--- src/rtl/rv_fetch_pkg.sv ---
// Shared definitions for the instruction fetch path: FSM states and RISC-V
// instruction-length encoding constants.
package rv_fetch_pkg;

    typedef enum logic [1:0] {
        S_REQ  = 2'd0,
        S_WAIT = 2'd1,
        S_OUT  = 2'd2
    } fetch_state_t;

    localparam logic [1:0]  RV_OP_32B = 2'b11;
    localparam logic [31:0] RV_ILEN_C = 32'd2;

    function automatic logic is_32b_low(input logic [15:0] hw);
        return hw[1:0] == RV_OP_32B;
    endfunction

endpackage

--- src/rtl/fetch_hold_buf.sv ---
// Spare-halfword register: keeps the upper half of a fetched word and its
// address so the next instruction can start from it without refetching.
module fetch_hold_buf
    import rv_fetch_pkg::*;
(
    input  logic        clk,
    input  logic        rst,
    input  logic        load,
    input  logic        clear,
    input  logic [15:0] load_hw,
    input  logic [31:0] load_pc,
    output logic        valid,
    output logic [15:0] hw,
    output logic [31:0] pc,
    output logic        is_32b
);

    // clear wins over load so a redirect always empties the buffer
    always_ff @(posedge clk) begin
        if (rst) begin
            valid <= 1'b0;
            hw    <= 16'h0000;
            pc    <= 32'h0000_0000;
        end else if (clear) begin
            valid <= 1'b0;
        end else if (load) begin
            valid <= 1'b1;
            hw    <= load_hw;
            pc    <= load_pc;
        end
    end

    assign is_32b = is_32b_low(hw);

endmodule

--- src/rtl/fetch_aligner.sv ---
// Fetch aligner: issues word reads for the current fetch PC and hands decode one
// aligned 32-bit or compressed instruction per handshake.
//
// state  | meaning
// S_REQ  | request word at fetch_pc (held off while a stale response is pending)
// S_WAIT | one request outstanding, waiting for its response
// S_OUT  | instr_* valid, waiting for decode to accept
module fetch_aligner
    import rv_fetch_pkg::*;
#(
    parameter logic [31:0] RESET_PC = 32'h0000_0000,
    parameter bit          C_EXT    = 1'b1
) (
    input  logic        clk,
    input  logic        rst,
    input  logic        redirect_valid,
    input  logic [31:0] redirect_pc,
    output logic        imem_req_valid,
    input  logic        imem_req_ready,
    output logic [31:0] imem_addr,
    input  logic        imem_rsp_valid,
    input  logic [31:0] imem_rsp_data,
    output logic        instr_valid,
    input  logic        instr_ready,
    output logic [31:0] instr_data,
    output logic [31:0] instr_pc,
    output logic        instr_is_c
);

    localparam logic [31:0] RESET_FETCH = {RESET_PC[31:2], C_EXT & RESET_PC[1], 1'b0};

    fetch_state_t state, state_nxt;
    logic [31:0]  fetch_pc, fetch_pc_nxt;
    logic         discard, discard_nxt;
    logic [31:0]  word_addr;
    logic         ptr;
    logic         req_fire;

    logic         hold_valid, hold_is_32b, hold_load, hold_clear;
    logic [15:0]  hold_hw;
    logic [31:0]  hold_pc;

    logic         out_load, out_c_nxt;
    logic [31:0]  out_data_nxt, out_pc_nxt;

    logic         unused_redirect_bit0;
    assign unused_redirect_bit0 = redirect_pc[0];

    assign word_addr      = {fetch_pc[31:2], 2'b00};
    assign ptr            = C_EXT && fetch_pc[1];
    assign imem_req_valid = (state == S_REQ) && !discard && !rst;
    assign imem_addr      = word_addr;
    assign req_fire       = imem_req_valid && imem_req_ready;
    assign instr_valid    = (state == S_OUT);

    fetch_hold_buf u_hold (
        .clk     (clk),
        .rst     (rst),
        .load    (hold_load),
        .clear   (hold_clear),
        .load_hw (imem_rsp_data[31:16]),
        .load_pc (word_addr + RV_ILEN_C),
        .valid   (hold_valid),
        .hw      (hold_hw),
        .pc      (hold_pc),
        .is_32b  (hold_is_32b)
    );

    always_comb begin
        state_nxt    = state;
        fetch_pc_nxt = fetch_pc;
        discard_nxt  = discard && !imem_rsp_valid;
        hold_load    = 1'b0;
        hold_clear   = 1'b0;
        out_load     = 1'b0;
        out_data_nxt = instr_data;
        out_pc_nxt   = instr_pc;
        out_c_nxt    = instr_is_c;

        if (redirect_valid) begin
            state_nxt    = S_REQ;
            hold_clear   = 1'b1;
            fetch_pc_nxt = {redirect_pc[31:2], C_EXT && redirect_pc[1], 1'b0};
            // a response already on the bus this cycle is simply ignored
            discard_nxt  = req_fire
                        || ((state == S_WAIT) && !imem_rsp_valid)
                        || (discard && !imem_rsp_valid);
        end else begin
            case (state)
                S_REQ: begin
                    if (req_fire) state_nxt = S_WAIT;
                end
                S_WAIT: begin
                    if (imem_rsp_valid) begin
                        state_nxt    = S_OUT;
                        out_load     = 1'b1;
                        fetch_pc_nxt = word_addr + 32'd4;
                        if (hold_valid) begin
                            out_data_nxt = {imem_rsp_data[15:0], hold_hw};
                            out_pc_nxt   = hold_pc;
                            out_c_nxt    = 1'b0;
                            hold_load    = 1'b1;
                        end else if (ptr) begin
                            if (!is_32b_low(imem_rsp_data[31:16])) begin
                                out_data_nxt = {16'h0000, imem_rsp_data[31:16]};
                                out_pc_nxt   = word_addr + RV_ILEN_C;
                                out_c_nxt    = 1'b1;
                            end else begin
                                // upper half starts a 32-bit instr: park it, fetch the rest
                                out_load  = 1'b0;
                                hold_load = 1'b1;
                                state_nxt = S_REQ;
                            end
                        end else if (C_EXT && !is_32b_low(imem_rsp_data[15:0])) begin
                            out_data_nxt = {16'h0000, imem_rsp_data[15:0]};
                            out_pc_nxt   = word_addr;
                            out_c_nxt    = 1'b1;
                            hold_load    = 1'b1;
                        end else begin
                            out_data_nxt = imem_rsp_data;
                            out_pc_nxt   = word_addr;
                            out_c_nxt    = 1'b0;
                        end
                    end
                end
                S_OUT: begin
                    if (instr_ready) begin
                        if (hold_valid && !hold_is_32b) begin
                            out_load     = 1'b1;
                            out_data_nxt = {16'h0000, hold_hw};
                            out_pc_nxt   = hold_pc;
                            out_c_nxt    = 1'b1;
                            hold_clear   = 1'b1;
                        end else begin
                            state_nxt = S_REQ;
                        end
                    end
                end
                default: state_nxt = S_REQ;
            endcase
        end
    end

    always_ff @(posedge clk) begin
        if (rst) begin
            state <= S_REQ;
        end else begin
            state <= state_nxt;
        end
    end

    always_ff @(posedge clk) begin
        if (rst) begin
            fetch_pc   <= RESET_FETCH;
            discard    <= 1'b0;
            instr_data <= 32'h0000_0000;
            instr_pc   <= RESET_PC;
            instr_is_c <= 1'b0;
        end else begin
            fetch_pc <= fetch_pc_nxt;
            discard  <= discard_nxt;
            if (out_load) begin
                instr_data <= out_data_nxt;
                instr_pc   <= out_pc_nxt;
                instr_is_c <= out_c_nxt;
            end
        end
    end

endmodule

--- config.mk ---
export PLATFORM = sky130hd
export DESIGN_NAME = fetch_aligner
export DESIGN_NICKNAME = d
export VERILOG_FILES = /design/src/rtl/rv_fetch_pkg.sv /design/src/rtl/fetch_hold_buf.sv /design/src/rtl/fetch_aligner.sv
export SDC_FILE = /design/constraint.sdc
export NUM_CORES = 1
export LEC_CHECK = 0
export CAP_MARGIN = 25
export CELL_PAD_IN_SITES_DETAIL_PLACEMENT = 1
export CELL_PAD_IN_SITES_GLOBAL_PLACEMENT = 1
export CORE_MARGIN = 2
export CORE_UTILIZATION = 34
export CTS_CLUSTER_SIZE = 12
export DETAILED_ROUTE_END_ITERATION = 12
export HOLD_SLACK_MARGIN = 0.05
export PLACE_DENSITY = 0.79
export SLEW_MARGIN = 15
export SYNTH_ARGS = -nofsm -noshare
export SYNTH_HDL_FRONTEND = slang
export SYNTH_HIERARCHICAL = 1
export SYNTH_SLANG_ARGS = --single-unit
--- constraint.sdc ---
create_clock -name clk -period 2.3 [get_ports clk]
set_input_delay 0.46 -clock clk [delete_from_list [all_inputs] [get_ports clk]]
set_output_delay 0.46 -clock clk [all_outputs]
set_load 0.01 [all_outputs]
# --- After elaboration in Yosys (flattened, before gate mapping) ---
# Index checks and enable logic that the tools add are counted.
# Widths: inputs -> output; s select.
op_classes:
  addsub: 2
  mul: 0
  div: 0
  order_cmp: 0
  eq_ne: 11
  shifts: 0
  muxes: 51
  bitwise: 2
  reduce_logical: 23
ops:
  columns: ["operator", "n"]
  rows:
  - ["$mux 32", 16]
  - ["$pmux 32 s2", 2]
  - ["$add 32x2->32 const B", 1]
  - ["$add 32x3->32 const B", 1]
  - ["$mux 1", 23]
  - ["$mux 2", 7]
  - ["$eq 2x2->1 const B", 4]
  - ["$reduce_and 7->1", 1]
  - ["$logic_and 1x1->1", 6]
  - ["$ne 2x2->1 const B", 3]
  - ["$pmux 2 s3", 1]
  - ["$reduce_and 2->1", 3]
  - ["$reduce_bool 2->1", 3]
  - ["$logic_not 1->1", 4]
  - ["$ne 2x1->1 const B", 2]
  - ["$ne 4x3->1 const B", 1]
  - ["$pmux 1 s2", 2]
  - ["$reduce_and 4->1", 1]
  - ["$reduce_or 2->1", 2]
  - ["$eq 2x1->1 const B", 1]
  - ["$logic_not 2->1", 1]
  - ["$logic_or 1x1->1", 2]
  - ["$not 1->1", 2]
word_totals:
  reg_bits: 149
  latch_bits: 0
  ram_bits: 0
  rom_bits: 0
  in_bits: 70
  wordCells: 99
  n_memories: 0

# --- Logic depth before layout (Yosys ltp) ---
# Gate-level depths: netlist of run 1.
logic_depth:
  depth_word: 9
  ltp_mapped: 10

# --- Cells and area by module ---
# The synthesis of run 1 kept the hierarchy.
modules_own_cells:
  columns: ["module", "n_inst", "cells_each", "area_per_inst_um2", "seq_area_each_um2"]
  rows:
  - ["fetch_aligner", 1, 679, 5407.7, 1981.9]
  - ["fetch_hold_buf", 1, 222, 2214.6, 980.9]

# --- Worst setup path before layout of run 1 ---
# OpenSTA, ideal clock, no wires.
synth_path:
  kind: "reg2reg"
  startpoint: "reg state[0]"
  endpoint: "reg u_hold.pc[30]"
  setup_time_ns: 0.118
  arrival_ns: 2.109
  slack_ns: 0.074
  stages_incl_launch_ff: 11
  n_path_buf: 4
  path_cell_list: "dfxtp_1 > inv_1 > ha_1 > clkbuf_1 > clkbuf_1 > nand2_1 > o31ai_1 > buf_2 > buf_2 > nand4bb_1 > o21ai_1"
synth_via:
  elab_chain_cells: 5
synth_lines:
  columns: ["element", "line_no", "source"]
  rows:
  - ["start: declaration", "fetch_aligner.sv:32", "fetch_state_t state, state_nxt;"]
  - ["start signal: assignment", "fetch_aligner.sv:148", "state <= state_nxt;"]
  - ["$eq 2x2->1", null, null]
  - ["net instr_valid", "fetch_aligner.sv:23", "output logic instr_valid,"]
  - ["$mux 1", "fetch_aligner.sv:89", "case (state)"]
  - ["$mux 1", "fetch_aligner.sv:80", "if (redirect_valid) begin"]
  - ["net hold_clear", "fetch_aligner.sv:39", "logic hold_valid, hold_is_32b, hold_load, hold_clear;"]
  - ["$not 1->1 (no source line)", null, null]
  - ["$reduce_and 2->1 (no source line)", null, null]
  - ["end signal: assignment", "fetch_hold_buf.sv:29", "pc <= load_pc;"]
  - ["end: declaration", "fetch_hold_buf.sv:14", "output logic [31:0] pc,"]
# The timed path passes the listed nets, and every way through them passes these cells.
# A chain may end at the register's enable or synchronous reset.

# --- Worst setup path after layout of run 1 ---
layout_path:
  startpoint: "reg state[0]"
  endpoint: "reg instr_pc[18]"
layout_via:
  elab_chain_cells: 4
layout_lines:
  columns: ["element", "line_no", "source"]
  rows:
  - ["$eq 2x2->1 / $eq 2x1->1 (equally long branches)", "fetch_aligner.sv:89", null]
  - ["$pmux 1 s2", "fetch_aligner.sv:89", null]
  - ["$mux 1", "fetch_aligner.sv:80", null]
  - ["$reduce_and 7->1 (no source line)", null, null]
  - ["end signal: assignment", "fetch_aligner.sv:164", "instr_pc <= out_pc_nxt;"]
  - ["end: declaration", "fetch_aligner.sv:26", "output logic [31:0] instr_pc,"]
# Parallel ways exist; a longest one is shown, timed or not.

==> metrics.csv, run 1 <==
stage;metric;value;unit
cells_and_area;fin_cells;1324;
logic_synthesis;synth_async_sr_flop_share;0;
placement;place.gp.congestion;0.808;
floorplanning;dieArea;23600;µm²
critical_path;crit_buf_inv;3;
sta;min_period_over_period;0.965;
cells_and_area;final_nets;1105;
placement;dpl_cell_area;9610;µm²
logic_synthesis;ys_seq_area_frac;0.389;
global_routing;grt.total_usage;0.210;
global_routing;antenna_found_initial;3;
min_path;hp-class;in -> reg;
logic_synthesis;syn_inst;901;
floorplanning;initial_utilization;0.348;
clock_network;max-clock-path-buffers;2;
logic_synthesis;synth_warnings;6;
power;internal-power;4.85;mW
sta;clock.fmax;450;MHz
power;peakVddDrop;421;µV
power;p_leak;3.54;nW
sta;rsz0062_at_grt;true;
cells_and_area;syn_to_final_growth;35.4;%
global_routing;grt_max_degree;128;
sta;finalSetupTns;0;ps
detailed_routing;drt_wl_total;25100;µm
sta;hold_violations;0;
critical_path;worstPathRequired;2630;ps
sta;worstMarginPinSlew;639;ps
logic_synthesis;synth-edff-count;0;
logic_synthesis;syn-cell-area;7620;µm²
floorplanning;num_rows;54;
global_routing;grt_overflow;0;
clock_network;h-tree-depth;4;
detailed_routing;drt-initial-drc-count;416;
sta;min_period;2220;ps
cells_and_area;final_area;10300;µm²
logic_synthesis;syn_area_per_cell;8.46;µm²
status;status;completed;
sta;finalSetupViolCount;0;
detailed_routing;via_per_inst;5.39;
detailed_routing;wl_per_cell;18.9;µm
sta;slew_viol_final;0;
power;p_comb_frac;0.104;
detailed_routing;detail-route-antenna-nets;0;
detailed_routing;drt-pass1-iter-count;4;
critical_path;endpoint_kind;flip-flop;
clock_network;cts_inserted_buffers;17;
clock_network;clk_latency;430;ps
cells_and_area;final_util;0.472;
critical_path;path_delay_family;compound AO/OA/AOI/OAI gates;
critical_path;cp_slowest_cell;a2111oi_4;
critical_path;crit_fanout;20;
clock_network;root_buffer;clkbuf_16;
floorplanning;fp.coreArea;21900;µm²
power;switching_share;0.244;
logic_synthesis;synth_flop_cell;dfxtp_1;
power;switchingPower;1.56;mW
placement;dp_hpwl;16400;µm
clock_network;cts_tree;yes;
critical_path;slowest_delay;500;ps
detailed_routing;vias;7137;
critical_path;critPathKind;reg -> reg;
critical_path;critPathArrivalTime;2550;ps
job;maxCapViolations;0;
clock_network;cts.sinks;148;
logic_synthesis;synth-seq-cells;148;
placement;dp.cells;1291;
cells_and_area;drive_above_1_share;0.114;
power;powerDensity;622;nW/µm²
global_routing;grt_pass1_vias;7438;
sta;skew;10.6;ps
critical_path;crit_chain;inv_4, ha_4, and2b_1, o21ai_2, a2111oi_4, buf_4, buf_12, nor2_1, a311oi_1;
placement;io_buffers;165;
clock_network;clk_pin_slew_worst_paths;60;ps
floorplanning;die_x;154;µm
power;seqPwrFrac;0.415;
floorplanning;die_h;154;µm
critical_path;startpoint_type;flip-flop;
sta;slew_headroom;0.574;
logic_synthesis;synth.distinct_cells;51;
power;pwr-share-clk;0.481;
detailed_routing;drcViolationCount;0;
global_routing;grt_pass1_wl;39900;µm
floorplanning;io_pins;169;
## synthesized netlist by cell type, types with 30 or more instances
library cell  count  area (µm²)
a21oi_1          59         295
nor2_1           53         199
nand3_1          32         160
a311oi_1         33         289
dfxtp_1         148        2960
nand2_1          99         372
o21ai_1          30         150
clkbuf_1         55         206
buf_4            34         255
nand4bb_1        48         541
nand2b_1         50         313
o21ai_0          54         270
## repair_timing
action,in CTS,in global routing
pin swaps,0,7
setup endpoints to repair,2,46
setup buffers,0,0
hold buffers,0,0
resized for setup,5,11
## layout make-up
class / instances / area (µm²)
clock inverter: 13 / 196
clock buffer: 19 / 453
sequential: 148 / 2970
timing repair buffer: 218 / 2190
multi-input combinational: 624 / 4090
fill: 2581 / 11600
tap: 280 / 350
antenna: 1 / 2.50
inverter: 21 / 81.3
## power groups by stage
stage,registers [mW],clock network (mW),logic (mW)
3_3_place_gp,2.72,0,0.653
4_1_cts,2.66,3.13,0.672
3_5_place_dp,2.72,0,0.665
5_1_grt,2.67,3.26,0.722
6_report,2.66,3.09,0.670
2_1_floorplan,2.72,0,0.361
## registers in the layout, indices dropped and copies added, names as in the netlist
name	cells
instr_is_c	1
instr_data	32
fetch_pc	31
discard	1
instr_pc	32
state	2
u_hold/hw	16
u_hold/pc	32
u_hold/valid	1
## per-stage QoR
step | worst slack [ps] | power, mW | hold slack [ps]
2_1_floorplan | 73.6 | 3.08 | 438
6_report | 79.6 | 6.42 | 372
3_5_place_dp | -233 | 3.38 | 446
4_1_cts | 17.7 | 6.46 | 373
5_1_grt | -22.2 | 6.64 | 381
3_3_place_gp | -117 | 3.37 | 439
## per-layer routing
layer,vias to the layer above,GRT usage,share of wire
met5,-,0,0.00064
met4,2,0.0463,0.0063
met3,14,0.0502,0.061
met2,202,0.356,0.49
met1,3510,0.270,0.44
li1,3409,-,-
## placed cells by master, fill, tap and decap left out, types with 15 or more instances in the layout
master | Yosys | routed
a21oi_1 | 59 | 59
a311oi_1 | 33 | 31
buf_4 | 34 | 41
clkbuf_16 | 0 | 17
clkdlybuf4s50_1 | 0 | 162
dfxtp_1 | 148 | 146
inv_1 | 20 | 18
mux2_2 | 15 | 15
mux2i_1 | 22 | 22
nand2_1 | 99 | 99
nand2b_1 | 50 | 50
nand3_1 | 32 | 32
nand4bb_1 | 48 | 48
nor2_1 | 53 | 52
o211ai_1 | 16 | 16
o21a_1 | 16 | 16
o21ai_0 | 54 | 54
o21ai_1 | 30 | 29
xnor2_1 | 22 | 22
## final timing paths
kind                                    start                          end  slack [ps]  depth (start not counted)
hold reg to reg   instr_data[24]$_SDFFE_PP0P_  instr_data[24]$_SDFFE_PP0P_         450                          2
setup / recovery        state[0]$_SDFFE_PP0P_    instr_pc[18]$_SDFFE_PP0P_          80                          9
setup reg to reg        state[0]$_SDFFE_PP0P_    instr_pc[18]$_SDFFE_PP0P_          80                          9
hold / removal                 redirect_valid        state[0]$_SDFFE_PP0P_         370                          2
## cells by family after synthesis
| kind of cell | share of synthesized area |
|---|---|
| AOI/OAI and AO/OA | 0.176 |
| xor gates and xnor gates | 0.0310 |
| adders and majority gates | 0.00821 |
| buffers and inverters | 0.0870 |
| DFF | 0.389 |
| muxes | 0.0525 |
| other | 0.000985 |
| and+or+nand+nor | 0.255 |
(Power assumes the default switching activity.)
==> run 2, diff against run 1 <==
--- a/config.mk
+++ b/config.mk
@@ -14,6 +14,7 @@
 export DETAILED_ROUTE_END_ITERATION = 12
 export HOLD_SLACK_MARGIN = 0.05
 export PLACE_DENSITY = 0.79
+export SKIP_CTS_REPAIR_TIMING = 1
 export SLEW_MARGIN = 15
 export SYNTH_ARGS = -nofsm -noshare
 export SYNTH_HDL_FRONTEND = slang
==> run 2 against run 1 <==
Hold slack got worse by 1.9 ps. Power is essentially flat. Setup slack better by 34 ps. Count of clock-buffer cells in the layout did not move. Final cell count grew 0.30%. Maximum frequency grew 1.6%. Largest power group unchanged. Highest routed layer unchanged.
==> metrics.csv, run 2 (synthesis gave the netlist of run 1 again) <==
stage;metric;value;unit;change
sta;min_period_over_period;0.950;;was 0.965
sta;slew_viol_final;0;;unchanged
critical_path;worstPathRequired;2630;ps;about the same
global_routing;antenna_found_initial;3;;unchanged
placement;dpl_cell_area;9610;µm²;unchanged
critical_path;startpoint_type;flip-flop;;unchanged
detailed_routing;wl_met3;1530;µm;was 1540 µm
global_routing;grt_pass1_wl;39900;µm;about the same
cells_and_area;drive_above_1_share;0.116;;was 0.114
floorplanning;fp.coreArea;21900;µm²;unchanged
detailed_routing;detail-route-antenna-nets;0;;unchanged
cells_and_area;final_common_cell;clkdlybuf4s50_1;;unchanged
power;powerDensity;619;nW/µm²;was 622 nW/µm²
sta;slew_headroom;0.568;;was 0.574
placement;dp.cells;1291;;unchanged
sta;setup_slack;114;ps;was 79.6 ps
sta;worstMarginPinSlew;648;ps;was 639 ps
critical_path;critPathKind;reg -> reg;;unchanged
detailed_routing;vias;7145;;was 7,137
sta;finalSetupViolCount;0;;unchanged
sta;hold_violations;0;;unchanged
detailed_routing;wl_met2;12300;µm;was 12,200 µm
floorplanning;initial_utilization;0.348;;unchanged
clock_network;clk_pin_slew_worst_paths;70;ps;was 60 ps
clock_network;cts_inserted_buffers;17;;unchanged
job;maxCapViolations;0;;unchanged
placement;place_ws;-233;ps;unchanged
floorplanning;io_pins;169;;unchanged
cells_and_area;register_area;2970;µm²;about the same
cells_and_area;syn_to_final_growth;36.0;%;was 35.4%
detailed_routing;drt_wl_total;25400;µm;was 25,100 µm
clock_network;root_buffer;clkbuf_16;;unchanged
clock_network;cts.sinks;148;;unchanged
detailed_routing;wl_per_cell;19.1;µm;was 18.9 µm
floorplanning;dieArea;23600;µm²;unchanged
power;peakVddDrop;425;µV;was 421 µV
sta;clock.fmax;457;MHz;was 450 MHz
global_routing;grt_max_degree;128;;unchanged
detailed_routing;via_per_inst;5.38;;was 5.39
clock_network;clk_latency;430;ps;about the same
floorplanning;die_h;154;µm;unchanged
placement;place.gp.congestion;0.808;;unchanged
placement;dp_hpwl;16400;µm;unchanged
clock_network;cts_tree;yes;;unchanged
clock_network;h-tree-depth;4;;unchanged
floorplanning;num_rows;54;;unchanged
cells_and_area;multiInputGateArea;4080;µm²;was 4090 µm²
global_routing;grt.total_usage;0.209;;was 0.210
global_routing;grt_pass1_vias;7441;;was 7,438
detailed_routing;wirelength_met1;11300;µm;was 11,100 µm
detailed_routing;drt-pass1-iter-count;4;;unchanged
cells_and_area;fill_cells;2576;;was 2,581
detailed_routing;drt-initial-drc-count;403;;was 416
cells_and_area;fin_cells;1328;;was 1,324
global_routing;grt_overflow;0;;unchanged
cells_and_area;reg_top3;instr_data (32), instr_pc (32), u_hold/pc (32);;unchanged
critical_path;endpoint_kind;flip-flop;;unchanged
min_path;hp-class;in -> reg;;unchanged
sta;finalSetupTns;0;ps;unchanged
cells_and_area;final_area;10400;µm²;was 10,300 µm²
detailed_routing;topRoutingLayerUsed;met5;;unchanged
sta;min_period;2190;ps;was 2220 ps
power;p_leak;3.59;nW;was 3.54 nW
cells_and_area;final_cell_mix;clkdlybuf4s50_1 (161), dfxtp_1 (146), nand2_1 (99);;was clkdlybuf4s50_1 (162), dfxtp_1 (146), nand2_1 (99)
critical_path;crit_fanout;20;;unchanged
clock_network;max-clock-path-buffers;2;;unchanged
cells_and_area;final_nets;1109;;was 1,105
status;status;completed;;unchanged
detailed_routing;drcViolationCount;0;;unchanged
placement;io_buffers;165;;unchanged
floorplanning;die_x;154;µm;unchanged
critical_path;critPathArrivalTime;2520;ps;was 2550 ps
sta;skew;8.98;ps;was 10.6 ps
power;power;6.42;mW;about the same
==> run 2: cell count changes in the layout (fill, tap and decap cells not counted), sizes merged <==
| cell | before | now |
|---|---|---|
| buf | 55 | 58 |
| clkbuf | 19 | 20 |
| clkdlybuf4s50 | 162 | 161 |
| dlygate4sd2 | 1 | 0 |
| dlymetal6s2s | 0 | 2 |
==> run 2: layout make-up <==
class / count / share of cell area
multi-input combinational: 624 / 0.394
clock inverter: 13 / 0.0190
antenna: 1 / 0.000241
clock buffer: 19 / 0.0437
tap: 280 / 0.0338
inverter: 21 / 0.00761
timing repair buffer: 222 / 0.216
sequential: 148 / 0.286
==> run 2: final timing paths <==
kind                                             startpoint                     endpoint  slack (ps)  depth (start not counted)
worst max-delay path                  state[0]$_SDFFE_PP0P_    instr_pc[18]$_SDFFE_PP0P_         110                          9
worst min register to register  instr_data[16]$_SDFFE_PP0P_  instr_data[16]$_SDFFE_PP0P_         450                          2
worst min-delay path                         redirect_valid        state[0]$_SDFFE_PP0P_         370                          2
worst max register to register        state[0]$_SDFFE_PP0P_    instr_pc[18]$_SDFFE_PP0P_         110                          9
==> run 2: worst max-delay path, cell delays in order, from the launching register on <==
cell and delay [ps]:
dfxtp_2 370, inv_2 70, ha_4 180, and2b_1 230
o21ai_2 100, a2111oi_4 430, buf_4 220, buf_12 160
nor2_1 50, a311oi_1 260
==> run 2: power by group <==
part	switching, mW	leakage, nW	internal [mW]
clock	1.19	0.316	1.89
sequential	0.0553	1.20	2.61
combinational	0.318	2.07	0.353
total	1.56	3.59	4.85
==> run 2: stage by stage <==
step,hold WS (ps),utilization
2_1_floorplan,438,-
3_3_place_gp,439,0.439
3_5_place_dp,446,0.439
4_1_cts,373,0.469
5_1_grt,383,0.473
6_report,370,0.473
==> run 2: routing by layer <==
| layer | vias up | GRT usage |
|---|---|---|
| li1 | 3413 | - |
| met1 | 3536 | 0.270 |
| met2 | 173 | 0.356 |
| met3 | 21 | 0.0502 |
| met4 | 2 | 0.0463 |
| met5 | - | 0 |
==> run 3, diff against run 2 <==
--- a/config.mk
+++ b/config.mk
@@ -12,6 +12,7 @@
 export CORE_UTILIZATION = 34
 export CTS_CLUSTER_SIZE = 12
 export DETAILED_ROUTE_END_ITERATION = 12
+export GPL_ROUTABILITY_DRIVEN = 0
 export HOLD_SLACK_MARGIN = 0.05
 export PLACE_DENSITY = 0.79
 export SKIP_CTS_REPAIR_TIMING = 1
==> results of run 3 <==
The final DEF is identical to that of run 2; final timing and power are the same.
==> RTL change 1: new RTL, flow settings as in run 3 <==
The parameter `C_EXT` goes from 1'b1 to 1'b0.
--- a/src/rtl/fetch_aligner.sv
+++ b/src/rtl/fetch_aligner.sv
@@ -10,5 +10,5 @@
 #(
     parameter logic [31:0] RESET_PC = 32'h0000_0000,
-    parameter bit          C_EXT    = 1'b1
+    parameter bit          C_EXT    = 1'b0
 ) (
     input  logic        clk,
Behaviour: not the same (a bounded check fails within 4 cycles, from zero or initial values and one cycle with rst high).
==> RTL change 1 against run 3 <==
- synthesized cell count fell by 5.3%
- total power fell by 2.0%
- sequential cell count fell by 1
- clock power fell by 2%
- synthesized area fell by 5.1%
- routed wire length rose by 0.14%
- die area fell by 5.0%
- cell area fell by 2.6%
- setup slack improved by 0.041 ns
- clock skew rose by 0.0043 ns
- critical path type unchanged
- largest power group unchanged
==> RTL change 1: results (changes against run 3) <==
<table>
<tr><th>Metric</th><th>Value</th></tr>
<tr><th colspan="2">Route</th></tr>
<tr><td>Iteration-0 DRC count of the detailed router</td><td>393 (-2.5%)</td></tr>
<tr><td>Routed length per placed instance</td><td>19.58 um (+2.3%)</td></tr>
<tr><td>Routed via count divided by cell count</td><td>5.530 (+2.8%)</td></tr>
<tr><td>Number of detailed-route iterations in the first pass</td><td>5 (+1)</td></tr>
<tr><th colspan="2">Yosys</th></tr>
<tr><td>Fraction of the yosys area taken by sequential cells</td><td>40.69% (+1.8 points)</td></tr>
<tr><td>Synth area leaders</td><td>dfxtp_1 41%, nand4bb_1 7.6%, a311oi_1 6.7%, o21ai_0 4.9%, nand2b_1 4.4%</td></tr>
<tr><td>Post-synth cell types</td><td>52 (+2.0%)</td></tr>
<tr><th colspan="2">Placement</th></tr>
<tr><td>Placed instance area</td><td>9402 um^2 (-2.2%)</td></tr>
<tr><td>Port Buf Inserts</td><td>164 (-0.61%)</td></tr>
<tr><td>Setup WS pre-CTS</td><td>-0.2045 ns (+0.02860 ns)</td></tr>
<tr><td>Detailed placement HPWL</td><td>16.34 mm (-0.27%)</td></tr>
<tr><th colspan="2">Global routing</th></tr>
<tr><td>Antenna violations before repair</td><td>1 (-2)</td></tr>
<tr><td>GRT Overall Usage</td><td>22.18% (+1.2 points)</td></tr>
<tr><td>GRT overflow</td><td>0 (unchanged)</td></tr>
<tr><td>Largest net degree at the start of global routing</td><td>106 (-17%)</td></tr>
<tr><td>Vias in the first global route</td><td>7242 (-2.7%)</td></tr>
<tr><td>Wire length of the first global-routing pass</td><td>38.99 mm (-2.2%)</td></tr>
<tr><th colspan="2">Cells and area</th></tr>
<tr><td>Count of fill cells added during filler insertion</td><td>2455 (-4.7%)</td></tr>
<tr><td>Share of cells above drive strength 1</td><td>10.16% (-1.4 points)</td></tr>
<tr><td>Net count, final</td><td>1087 (-2.0%)</td></tr>
<tr><th colspan="2">Setup path</th></tr>
<tr><td>Slowest CP cell</td><td>a2111oi_4</td></tr>
<tr><td>Biggest cell delay along the critical path</td><td>0.50 ns (+0.07 ns)</td></tr>
<tr><td>Critical path data arrival time</td><td>2.46 ns (-0.06 ns)</td></tr>
<tr><td>CP Max Fanout</td><td>14 (-30%)</td></tr>
<tr><th colspan="2">Timing</th></tr>
<tr><td>Worst rel slew slack</td><td>37.36% (-19 points)</td></tr>
<tr><td>Worst setup slack after layout</td><td>0.1546 ns (+0.04058 ns)</td></tr>
<tr><td>Final clock skew</td><td>0.01331 ns (+0.004322 ns)</td></tr>
<tr><th colspan="2">Power</th></tr>
<tr><td>Peak supply drop</td><td>0.0002798 V (-34%)</td></tr>
<tr><td>Leak</td><td>3.325 nW (-7.3%)</td></tr>
<tr><th colspan="2">Status</th></tr>
<tr><td>Outcome</td><td>completed</td></tr>
<tr><th colspan="2">Clock network</th></tr>
<tr><td>Count of H-tree levels built during CTS</td><td>4 (unchanged)</td></tr>
<tr><th colspan="2">Worst hold path</th></tr>
<tr><td>Type of the most critical hold path</td><td>flip-flop to flip-flop</td></tr>
</table>
==> RTL change 1: area by class of cell <==
class | count | area [um^2] | share of cell area, %
Antenna cell | 1 | 2.502 | 0.02479
Clock buffer | 20 | 456.7 | 4.524
Clock inverter | 12 | 178.9 | 1.772
Inverter | 16 | 60.06 | 0.5949
Multi-Input combinational cell | 607 | 3911 | 38.75
Sequential cell | 147 | 2947 | 29.19
Tap cell | 275 | 344.1 | 3.409
Timing Repair Buffer | 222 | 2195 | 21.74
==> RTL change 1: metrics by stage <==
stage,cells,setup TNS (ns),hold slack [ns],power [mW]
3_3_place_gp,1264,-0.2274,0.4379,3.293
2_1_floorplan,855,0,0.4382,2.960
4_1_cts,1296,-0.1278,0.4565,6.327
5_1_grt,1299,0,0.4722,6.484
3_5_place_dp,1264,-0.6829,0.4481,3.305
6_report,1300,0,0.4517,6.287
==> RTL change 1: logic make-up (layout without fill, tap and decap cells) <==
family	after synthesis	count (layout)	synth area share, %
xor+xnor	11	11	1.332
simple gates	355	355	29.20
other cells	2	5	0.1038
mux	18	18	2.491
compound gates	213	213	19.15
buf+inv	101	270	5.986
fa+ha+maj	6	6	1.038
flops	147	147	40.69
==> RTL change 1: worst reg2reg max path, cell delays in order, from the launching register on <==
cell,delay [ns]
dfxtp_2,0.34
inv_1,0.14
ha_4,0.22
nand3b_1,0.17
a2111oi_4,0.50
buf_4,0.22
buf_12,0.13
nor2_1,0.06
a311oi_1,0.26
==> RTL change 1: per-layer routing <==
layer / up-vias / share of wire (%) / GRT usage, %
met3: 26 / 4.6 / 3.872
met1: 3550 / 45 / 28.40
met4: 0 / 1.7 / 7.217
met2: 198 / 49 / 37.81
met5: - / 0 / 0
li1: 3415 / - / -
==> RTL change 1: power breakdown <==
part           internal (mW)  switching [mW]
Clock                   1.88            1.16
Combinational          0.319           0.272
Sequential              2.59          0.0735
Total                   4.79            1.50
==> RTL change 1: final timing paths <==
check	start	end	depth (start not counted)
min	instr_data[24]	instr_data[24]	2
max reg2reg	state[0]	instr_pc[2]	8
min reg2reg	instr_data[24]	instr_data[24]	2
max	state[0]	instr_pc[2]	8
==> RTL change 2: new RTL, config.mk and constraints of run 3 <==
Made on the original files. Reset style: asynchronous (`rst`), changed in 3 clocked blocks.
--- a/src/rtl/fetch_hold_buf.sv
+++ b/src/rtl/fetch_hold_buf.sv
@@ -17,5 +17,5 @@
 
     // clear wins over load so a redirect always empties the buffer
-    always_ff @(posedge clk) begin
+    always_ff @(posedge clk or posedge rst) begin
         if (rst) begin
             valid <= 1'b0;
--- a/src/rtl/fetch_aligner.sv
+++ b/src/rtl/fetch_aligner.sv
@@ -142,5 +142,5 @@
     end
 
-    always_ff @(posedge clk) begin
+    always_ff @(posedge clk or posedge rst) begin
         if (rst) begin
             state <= S_REQ;
@@ -150,5 +150,5 @@
     end
 
-    always_ff @(posedge clk) begin
+    always_ff @(posedge clk or posedge rst) begin
         if (rst) begin
             fetch_pc   <= RESET_FETCH;
Behaviour: not the same (a bounded check fails within 4 cycles, from zero or initial values and one cycle with rst high; the reset may be asserted at any time).
==> RTL change 2 against run 3 <==
- via count down 16%
- setup slack lost 0.014 ns
- critical path depth is 6 lower
- final cell count decreased by 12%
- cell area decreased by 2.0%
- synthesized area down 2.5%
- utilization fell by 0.37 points
- non-clock buffer count rose by 1
- clock skew up 0.00075 ns
- synthesized cell count is 21% lower
- routed wire length fell by 15%
- critical path type is now flip-flop to primary output
- sequential cell count is the same
- largest cell class is now sequential cells
- global-route usage decreased by 1.8 points
Power is not compared: it rests on default switching activity, and its combinational part moved more than twofold at a synthesized area within 25%.
==> RTL change 2: results (changes against run 3) <==
<table>
<tr><th>Metric</th><th>Value</th></tr>
<tr><th colspan="2">Global routing</th></tr>
<tr><td>Global routing met2 resource utilization</td><td>32.26% (-3.3 points)</td></tr>
<tr><td>Vias in the first global route</td><td>6531 (-12%)</td></tr>
<tr><td>Largest net degree at the start of global routing</td><td>65 (-49%)</td></tr>
<tr><td>Antenna violations before repair</td><td>1 (-2)</td></tr>
<tr><th colspan="2">Setup path</th></tr>
<tr><td>Worst reg2reg path depth</td><td>7 (-2)</td></tr>
<tr><td>Crit-path leading delay family</td><td>buffers and inverters</td></tr>
<tr><td>Critical path data arrival time</td><td>1.74 ns (-0.78 ns)</td></tr>
<tr><th colspan="2">Cells and area</th></tr>
<tr><td>Share of cells above drive strength 1</td><td>16.26% (+4.7 points)</td></tr>
<tr><td>Net count, final</td><td>954 (-14%)</td></tr>
<tr><td>Diodes inserted</td><td>0 (-1)</td></tr>
<tr><td>Number of standard cells in the final layout excluding fillers</td><td>1172 (-12%)</td></tr>
<tr><th colspan="2">Placement</th></tr>
<tr><td>Placed instance area</td><td>9495 um^2 (-1.2%)</td></tr>
<tr><td>Setup WS pre-CTS</td><td>-0.1924 ns (+0.04077 ns)</td></tr>
<tr><td>Placed instance count</td><td>1141 (-12%)</td></tr>
<tr><th colspan="2">Yosys</th></tr>
<tr><td>Arithmetic-cell share of the synthesized area counting full adders, half adders and majority gates</td><td>0.6736% (-0.15 points)</td></tr>
<tr><td>Fraction of registers with async set or reset after synthesis</td><td>100.0% (+100 points)</td></tr>
<tr><td>Synth Area in Compound Gates</td><td>10.91% (-6.7 points)</td></tr>
<tr><th colspan="2">Timing</th></tr>
<tr><td>Final hold slack</td><td>0.4540 ns (+0.08360 ns)</td></tr>
<tr><td>Fmax achieved</td><td>0.4545 GHz (-0.65%)</td></tr>
<tr><td>Final clock skew</td><td>0.009729 ns (+0.0007459 ns)</td></tr>
<tr><th colspan="2">Route</th></tr>
<tr><td>Routed met3 length</td><td>1.024 mm (-33%)</td></tr>
<tr><td>Post-route met1 wirelength</td><td>9.768 mm (-14%)</td></tr>
<tr><td>Detailed-route via count</td><td>5982 (-16%)</td></tr>
<tr><td>DR top layer</td><td>met4</td></tr>
<tr><th colspan="2">Status</th></tr>
<tr><td>Outcome</td><td>completed</td></tr>
</table>
RTL change 2: changes by cell type after synthesis, sizes merged, moves of 17 or more:
cell / change
a311oi: -33
nor2: -30
mux2: +32
clkbuf: -23
nand3: -17
mux2i: +40
dfxtp: -148
nand4bb: -48
dfrtp: +148
a21oi: -56
xnor2: -20
nand2b: -48
RTL change 2: worst register-to-register path: stages (launching register included):
cell and delay (ns):
dfrtp_1 0.40, inv_1 0.09, ha_2 0.25, and4_1 0.31
buf_4 0.14, nand3_1 0.19, or4_1 0.47, a31oi_1 0.21
RTL change 2: layout make-up:
class | count | area (um^2)
Sequential cell | 148 | 3704
Clock buffer | 19 | 452.9
Timing Repair Buffer | 223 | 2177
Fill cell | 2365 | 11460
Clock inverter | 12 | 201.4
Tap cell | 280 | 350.3
Multi-Input combinational cell | 477 | 3219
Inverter | 13 | 52.55
